==> config.mk <==
export PLATFORM = sky130hd
export DESIGN_NAME = otter_mem_arbiter
export DESIGN_NICKNAME = d
export VERILOG_FILES = /design/src/rtl/otter_mem_pkg.sv /design/src/rtl/otter_rr_pick2.sv /design/src/rtl/otter_mem_arbiter.sv
export SDC_FILE = /design/constraint.sdc
export NUM_CORES = 1
export LEC_CHECK = 0
export CELL_PAD_IN_SITES_DETAIL_PLACEMENT = 2
export CELL_PAD_IN_SITES_GLOBAL_PLACEMENT = 2
export CORE_ASPECT_RATIO = 1.25
export CORE_MARGIN = 5
export CORE_UTILIZATION = 21
export DETAILED_ROUTE_END_ITERATION = 10
export PLACE_DENSITY_LB_ADDON = 0.05
export SLEW_MARGIN = 20
export SYNTH_ARGS = -nofsm -noshare
export SYNTH_HDL_FRONTEND = slang
export SYNTH_SLANG_ARGS = --single-unit
==> constraint.sdc <==
create_clock -name CLK -period 3.5 [get_ports CLK]
set_input_delay 0.7 -clock CLK [delete_from_list [all_inputs] [get_ports CLK]]
set_output_delay 0.7 -clock CLK [all_outputs]
set_load 0.01 [all_outputs]
==> src/rtl/otter_mem_pkg.sv <==
// Shared types and constants for the OTTER memory arbiter.
package otter_mem_pkg;

  typedef enum logic [1:0] {
    IDLE = 2'd0,
    WAIT = 2'd1,
    DONE = 2'd2
  } arb_state_t;

  typedef enum logic {
    PORT_I = 1'b0,
    PORT_D = 1'b1
  } port_t;

  localparam int unsigned CNT_W    = 4;
  localparam int unsigned BE_MAX_W = 128;

  // Wide all-ones byte-enable; users truncate to their own byte-enable width.
  localparam logic [BE_MAX_W-1:0] BE_ALL = '1;

endpackage

==> src/rtl/otter_rr_pick2.sv <==
// Two-way round-robin pick: on a conflict the port that did not win last time wins.
module otter_rr_pick2
  import otter_mem_pkg::*;
(
  input  logic  req_i,
  input  logic  req_d,
  input  port_t last,
  output port_t winner,
  output logic  valid
);

  always_comb begin
    winner = PORT_I;
    valid  = req_i | req_d;
    if (req_i && req_d) begin
      winner = (last == PORT_I) ? PORT_D : PORT_I;
    end else if (req_d) begin
      winner = PORT_D;
    end
  end

endmodule

==> src/rtl/otter_mem_arbiter.sv <==
// Shares one fixed-latency single-port memory between fetch (I) and load/store (D),
// one transaction at a time, with round-robin arbitration on conflicts.
module otter_mem_arbiter
  import otter_mem_pkg::*;
#(
  parameter int unsigned ADDR_W  = 32,
  parameter int unsigned DATA_W  = 32,
  parameter int unsigned MEM_LAT = 2
) (
  input  logic                CLK,
  input  logic                RST_N,
  input  logic                I_REQ,
  input  logic [ADDR_W-1:0]   I_ADDR,
  output logic                I_GNT,
  output logic                I_DONE,
  output logic [DATA_W-1:0]   I_RDATA,
  input  logic                D_REQ,
  input  logic                D_WE,
  input  logic [ADDR_W-1:0]   D_ADDR,
  input  logic [DATA_W-1:0]   D_WDATA,
  input  logic [DATA_W/8-1:0] D_BE,
  output logic                D_GNT,
  output logic                D_DONE,
  output logic [DATA_W-1:0]   D_RDATA,
  output logic                MEM_EN,
  output logic                MEM_WE,
  output logic [ADDR_W-1:0]   MEM_ADDR,
  output logic [DATA_W-1:0]   MEM_WDATA,
  output logic [DATA_W/8-1:0] MEM_BE,
  input  logic [DATA_W-1:0]   MEM_RDATA
);

  localparam int unsigned     BE_W     = DATA_W / 8;
  localparam logic [CNT_W-1:0] CNT_INIT = CNT_W'(MEM_LAT - 1);

  arb_state_t        state_q, state_d;
  logic [CNT_W-1:0]  cnt_q, cnt_d;
  port_t             owner_q, owner_d;
  port_t             last_q, last_d;
  logic              we_q, we_d;
  logic [DATA_W-1:0] i_rdata_q, i_rdata_d;
  logic [DATA_W-1:0] d_rdata_q, d_rdata_d;

  port_t             win_c;
  logic              win_valid_c;
  logic              i_gnt_c, d_gnt_c, mem_en_c, mem_we_c;
  logic [ADDR_W-1:0] mem_addr_c;
  logic [DATA_W-1:0] mem_wdata_c;
  logic [BE_W-1:0]   mem_be_c;

  otter_rr_pick2 u_pick (
    .req_i  (I_REQ),
    .req_d  (D_REQ),
    .last   (last_q),
    .winner (win_c),
    .valid  (win_valid_c)
  );

  // Next-state and memory-side mux; DONE doubles as an IDLE cycle for back-to-back grants.
  always_comb begin
    state_d     = state_q;
    cnt_d       = cnt_q;
    owner_d     = owner_q;
    last_d      = last_q;
    we_d        = we_q;
    i_rdata_d   = i_rdata_q;
    d_rdata_d   = d_rdata_q;
    i_gnt_c     = 1'b0;
    d_gnt_c     = 1'b0;
    mem_en_c    = 1'b0;
    mem_we_c    = 1'b0;
    mem_addr_c  = '0;
    mem_wdata_c = '0;
    mem_be_c    = '0;

    case (state_q)
      IDLE, DONE: begin
        state_d = IDLE;
        if (win_valid_c) begin
          state_d  = WAIT;
          owner_d  = win_c;
          last_d   = win_c;
          we_d     = (win_c == PORT_D) && D_WE;
          cnt_d    = CNT_INIT;
          mem_en_c = 1'b1;
          if (win_c == PORT_D) begin
            d_gnt_c     = 1'b1;
            mem_we_c    = D_WE;
            mem_addr_c  = D_ADDR;
            mem_wdata_c = D_WDATA;
            mem_be_c    = D_BE;
          end else begin
            i_gnt_c    = 1'b1;
            mem_addr_c = I_ADDR;
            mem_be_c   = BE_W'(BE_ALL);
          end
        end
      end
      WAIT: begin
        if (cnt_q == '0) begin
          state_d = DONE;
          if (owner_q == PORT_I) begin
            i_rdata_d = MEM_RDATA;
          end else if (!we_q) begin
            d_rdata_d = MEM_RDATA;
          end
        end else begin
          cnt_d = cnt_q - CNT_W'(1);
        end
      end
      default: state_d = IDLE;
    endcase
  end

  always_ff @(posedge CLK or negedge RST_N) begin
    if (!RST_N) begin
      state_q   <= IDLE;
      cnt_q     <= '0;
      owner_q   <= PORT_I;
      last_q    <= PORT_I;
      we_q      <= 1'b0;
      i_rdata_q <= '0;
      d_rdata_q <= '0;
    end else begin
      state_q   <= state_d;
      cnt_q     <= cnt_d;
      owner_q   <= owner_d;
      last_q    <= last_d;
      we_q      <= we_d;
      i_rdata_q <= i_rdata_d;
      d_rdata_q <= d_rdata_d;
    end
  end

  // Grant-side outputs are forced quiet while reset is held, even with requests pending.
  assign I_GNT     = RST_N & i_gnt_c;
  assign D_GNT     = RST_N & d_gnt_c;
  assign MEM_EN    = RST_N & mem_en_c;
  assign MEM_WE    = RST_N & mem_we_c;
  assign MEM_ADDR  = RST_N ? mem_addr_c  : '0;
  assign MEM_WDATA = RST_N ? mem_wdata_c : '0;
  assign MEM_BE    = RST_N ? mem_be_c    : '0;

  assign I_DONE  = (state_q == DONE) && (owner_q == PORT_I);
  assign D_DONE  = (state_q == DONE) && (owner_q == PORT_D);
  assign I_RDATA = i_rdata_q;
  assign D_RDATA = d_rdata_q;

endmodule

==> metrics.yaml <==
area_delta_synth_final_pct: 90.5
fin_crit_ns: 3.28
synth_area_per_cell_um2: 13.5
final_cell_mix: "clkdlybuf4s50_1, dfrtp_1, mux2_2"
drive_gt1_share_pct: 17.0
fin_worst_skew_ns: 0.0107
startpoint: "D_REQ"
cts.repair.resized: 0
wl_per_cell_um: 22.8
antenna_found_initial: 9
fmax_mhz: 305
grt-ovfl-total: 0
post_cts_buffers: 0
crit_end: "MEM_ADDR[9]"
reg2reg_slack_ns: 1.08
synth_area_um2: 3570
max_slew_margin_pct: 36.6
critPathKind: "input pin to output pin"
grt_pass1_wl_um: 25400
leakagePower_nw: 2.87
grt_pass1_vias: 3921
synth-edff-count: 0
ir_drop_mv: 0.203
critPathArrivalTime_ns: 2.58
r2r_cells: 3
cts_sinks: 72
dieArea_um2: 19700
ys_ff_latch: 72
p_per_area_nw_per_um2: 733
crit_path_top_delay_cell: "clkdlybuf4s50_1"
yosysWarnings: 0
startpoint_type: "input pin"
die_h_um: 156
track_usage_pct: 17.3
post_dp_cell_area_um2: 6480
worstMarginPinSlew_ns: 0.951
worstPathRequired_ns: 2.80
hold_viol: 0
drc: 0
cts_tree: "yes"
drt_iter0_markers: 86
ys_seq_area_share_pct: 50.4
synth_cells: 265
async_flop_share_pct: 100
yosysUniqueCellTypes: 34
setup_viol: 0
tns_ns: 0
initial_utilization_pct: 21.3
reg2reg_from: "state_q[0]"
vias: 3304
rows: 53
drtAntennaViolNets: 0
holdBufCountCts: 0
boundaryPins: 275
numPortBuffers: 274
die_w_um: 127
end_kind: "output pin"
dr.pass1.iters: 4
clock_latency_ns: 0.34
status: "finished, final reports clean"
gp_congestion: 0.826
final_common_cell: "clkdlybuf4s50_1"
nets: 674
cts_buffers: 9
grt_max_degree: 73
max_stage_delay_ns: 0.56
cts.reportedPaths.clkPinSlew_ns: 0.06
cts-root-buf: "clkbuf_16"
period_share_pct: 93.8
syn_nets: 404
design_area_um2: 6800
worstPathMaxFanout: 24
path_cells: "clkdlybuf4s50_1, nand2b_1, and3_1, buf_4, a22o_1, clkdlybuf4s50_1"
design.core.area_um2: 16800
hpwl_um: 14200
routed_wl_um: 17300
hp-class: "register to register"
drv_slew: 0
cts_max_level: 3
hold_depth: 1
antenna_cells: 0
total_power_mw: 4.99
r2r-end: "I_RDATA[7]"
maxCapViolations: 0
cts.path.max_buffers: 2
viasPerCell: 4.35
rsz0062_at_grt: "false"
path_common_cell: "clkdlybuf4s50_1"
yosys_most_used_dff: "dfrtp_1"
sequential cells by signal, summed over array words and instances, names as in the netlist:
name and cells:
D_RDATA 32, I_RDATA 32, last_q 1, state_q 2, we_q 1, cnt_q 4
kinds of logic (layout without fill, tap and decap cells):
logic type | Yosys count | after routing | share of synthesized area [%]
DFF | 72 | 72 | 50.4
muxes | 66 | 66 | 23.9
and+or+nand+nor | 58 | 58 | 10.2
AOI/OAI and AO/OA | 44 | 44 | 10.1
buffers and inverters | 23 | 298 | 4.66
adders and majority gates | 2 | 2 | 0.700
worst min path at each step:
stage              from    endpoint  slack (ns)
6_report       cnt_q[3]    cnt_q[3]        0.48
5_1_grt        cnt_q[3]    cnt_q[3]        0.51
4_1_cts        cnt_q[3]    cnt_q[3]        0.48
3_5_place_dp   cnt_q[3]    cnt_q[3]        0.46
3_3_place_gp   cnt_q[3]    cnt_q[3]        0.46
2_1_floorplan     RST_N  D_RDATA[0]        0.40
power breakdown:
group	total (mW)	internal (mW)	switching, mW	leakage [nW]
logic	2.48	1.56	0.925	1.87
registers	1.52	1.26	0.258	0.846
clock network	0.985	0.628	0.357	0.157
stage by stage:
step | cells | hold slack, ns | setup WS, ns | utilization, %
2_1_floorplan | 265 | 0.404 | 0.971 | -
3_3_place_gp | 744 | 0.458 | 0.253 | 38.6
3_5_place_dp | 744 | 0.462 | 0.207 | 38.6
4_1_cts | 760 | 0.476 | 0.205 | 40.6
5_1_grt | 760 | 0.508 | 0.0889 | 40.6
6_report | 760 | 0.475 | 0.218 | 40.6
layout make-up:
| type | instances | area (um^2) |
|---|---|---|
| inverters | 3 | 11.3 |
| well taps | 220 | 275 |
| flip-flops and latches | 72 | 1800 |
| repair buffers | 279 | 2790 |
| clock inverters | 6 | 91.3 |
| fillers | 1690 | 9970 |
| clock buffers | 10 | 229 |
| multi-input cells | 170 | 1610 |
synth_stat cells, types with 2 or more instances:
master     n  area share, %
mux2_1     2           0.63
a22o_1    32            7.8
nand2_1    6           0.63
and2_1    32            5.6
a21o_1     4           0.84
or3_2      2           0.42
ha_1       2           0.70
buf_6      4            1.3
o21ai_0    4           0.56
nor2_1     4           0.42
inv_1      3           0.32
dfrtp_1   72             50
clkbuf_1  11            1.2
mux2_4    30             13
nand2b_1   3           0.53
mux2_2    33             10
buf_12     3            1.7
and3_1     2           0.35
worst max-delay path: cells and delay by family:
kind / cells / cell delay, ns
AO/OA/AOI/OAI: 1 / 0.22
buffers and inverters: 3 / 1.36
AND/OR/NAND/NOR: 2 / 0.30
routing by layer:
metal | part of all wire (%) | GRT usage [%] | up-vias | routed length, um
met3 | 12 | 9.93 | 27 | 2090
met4 | 1.0 | 3.68 | 18 | 181
li1 | - | - | 1484 | -
met2 | 52 | 31.7 | 178 | 9000
met1 | 34 | 17.0 | 1597 | 5930
met5 | 0.65 | 0 | - | 113
Note: power is estimated with default switching activity, not from simulation.
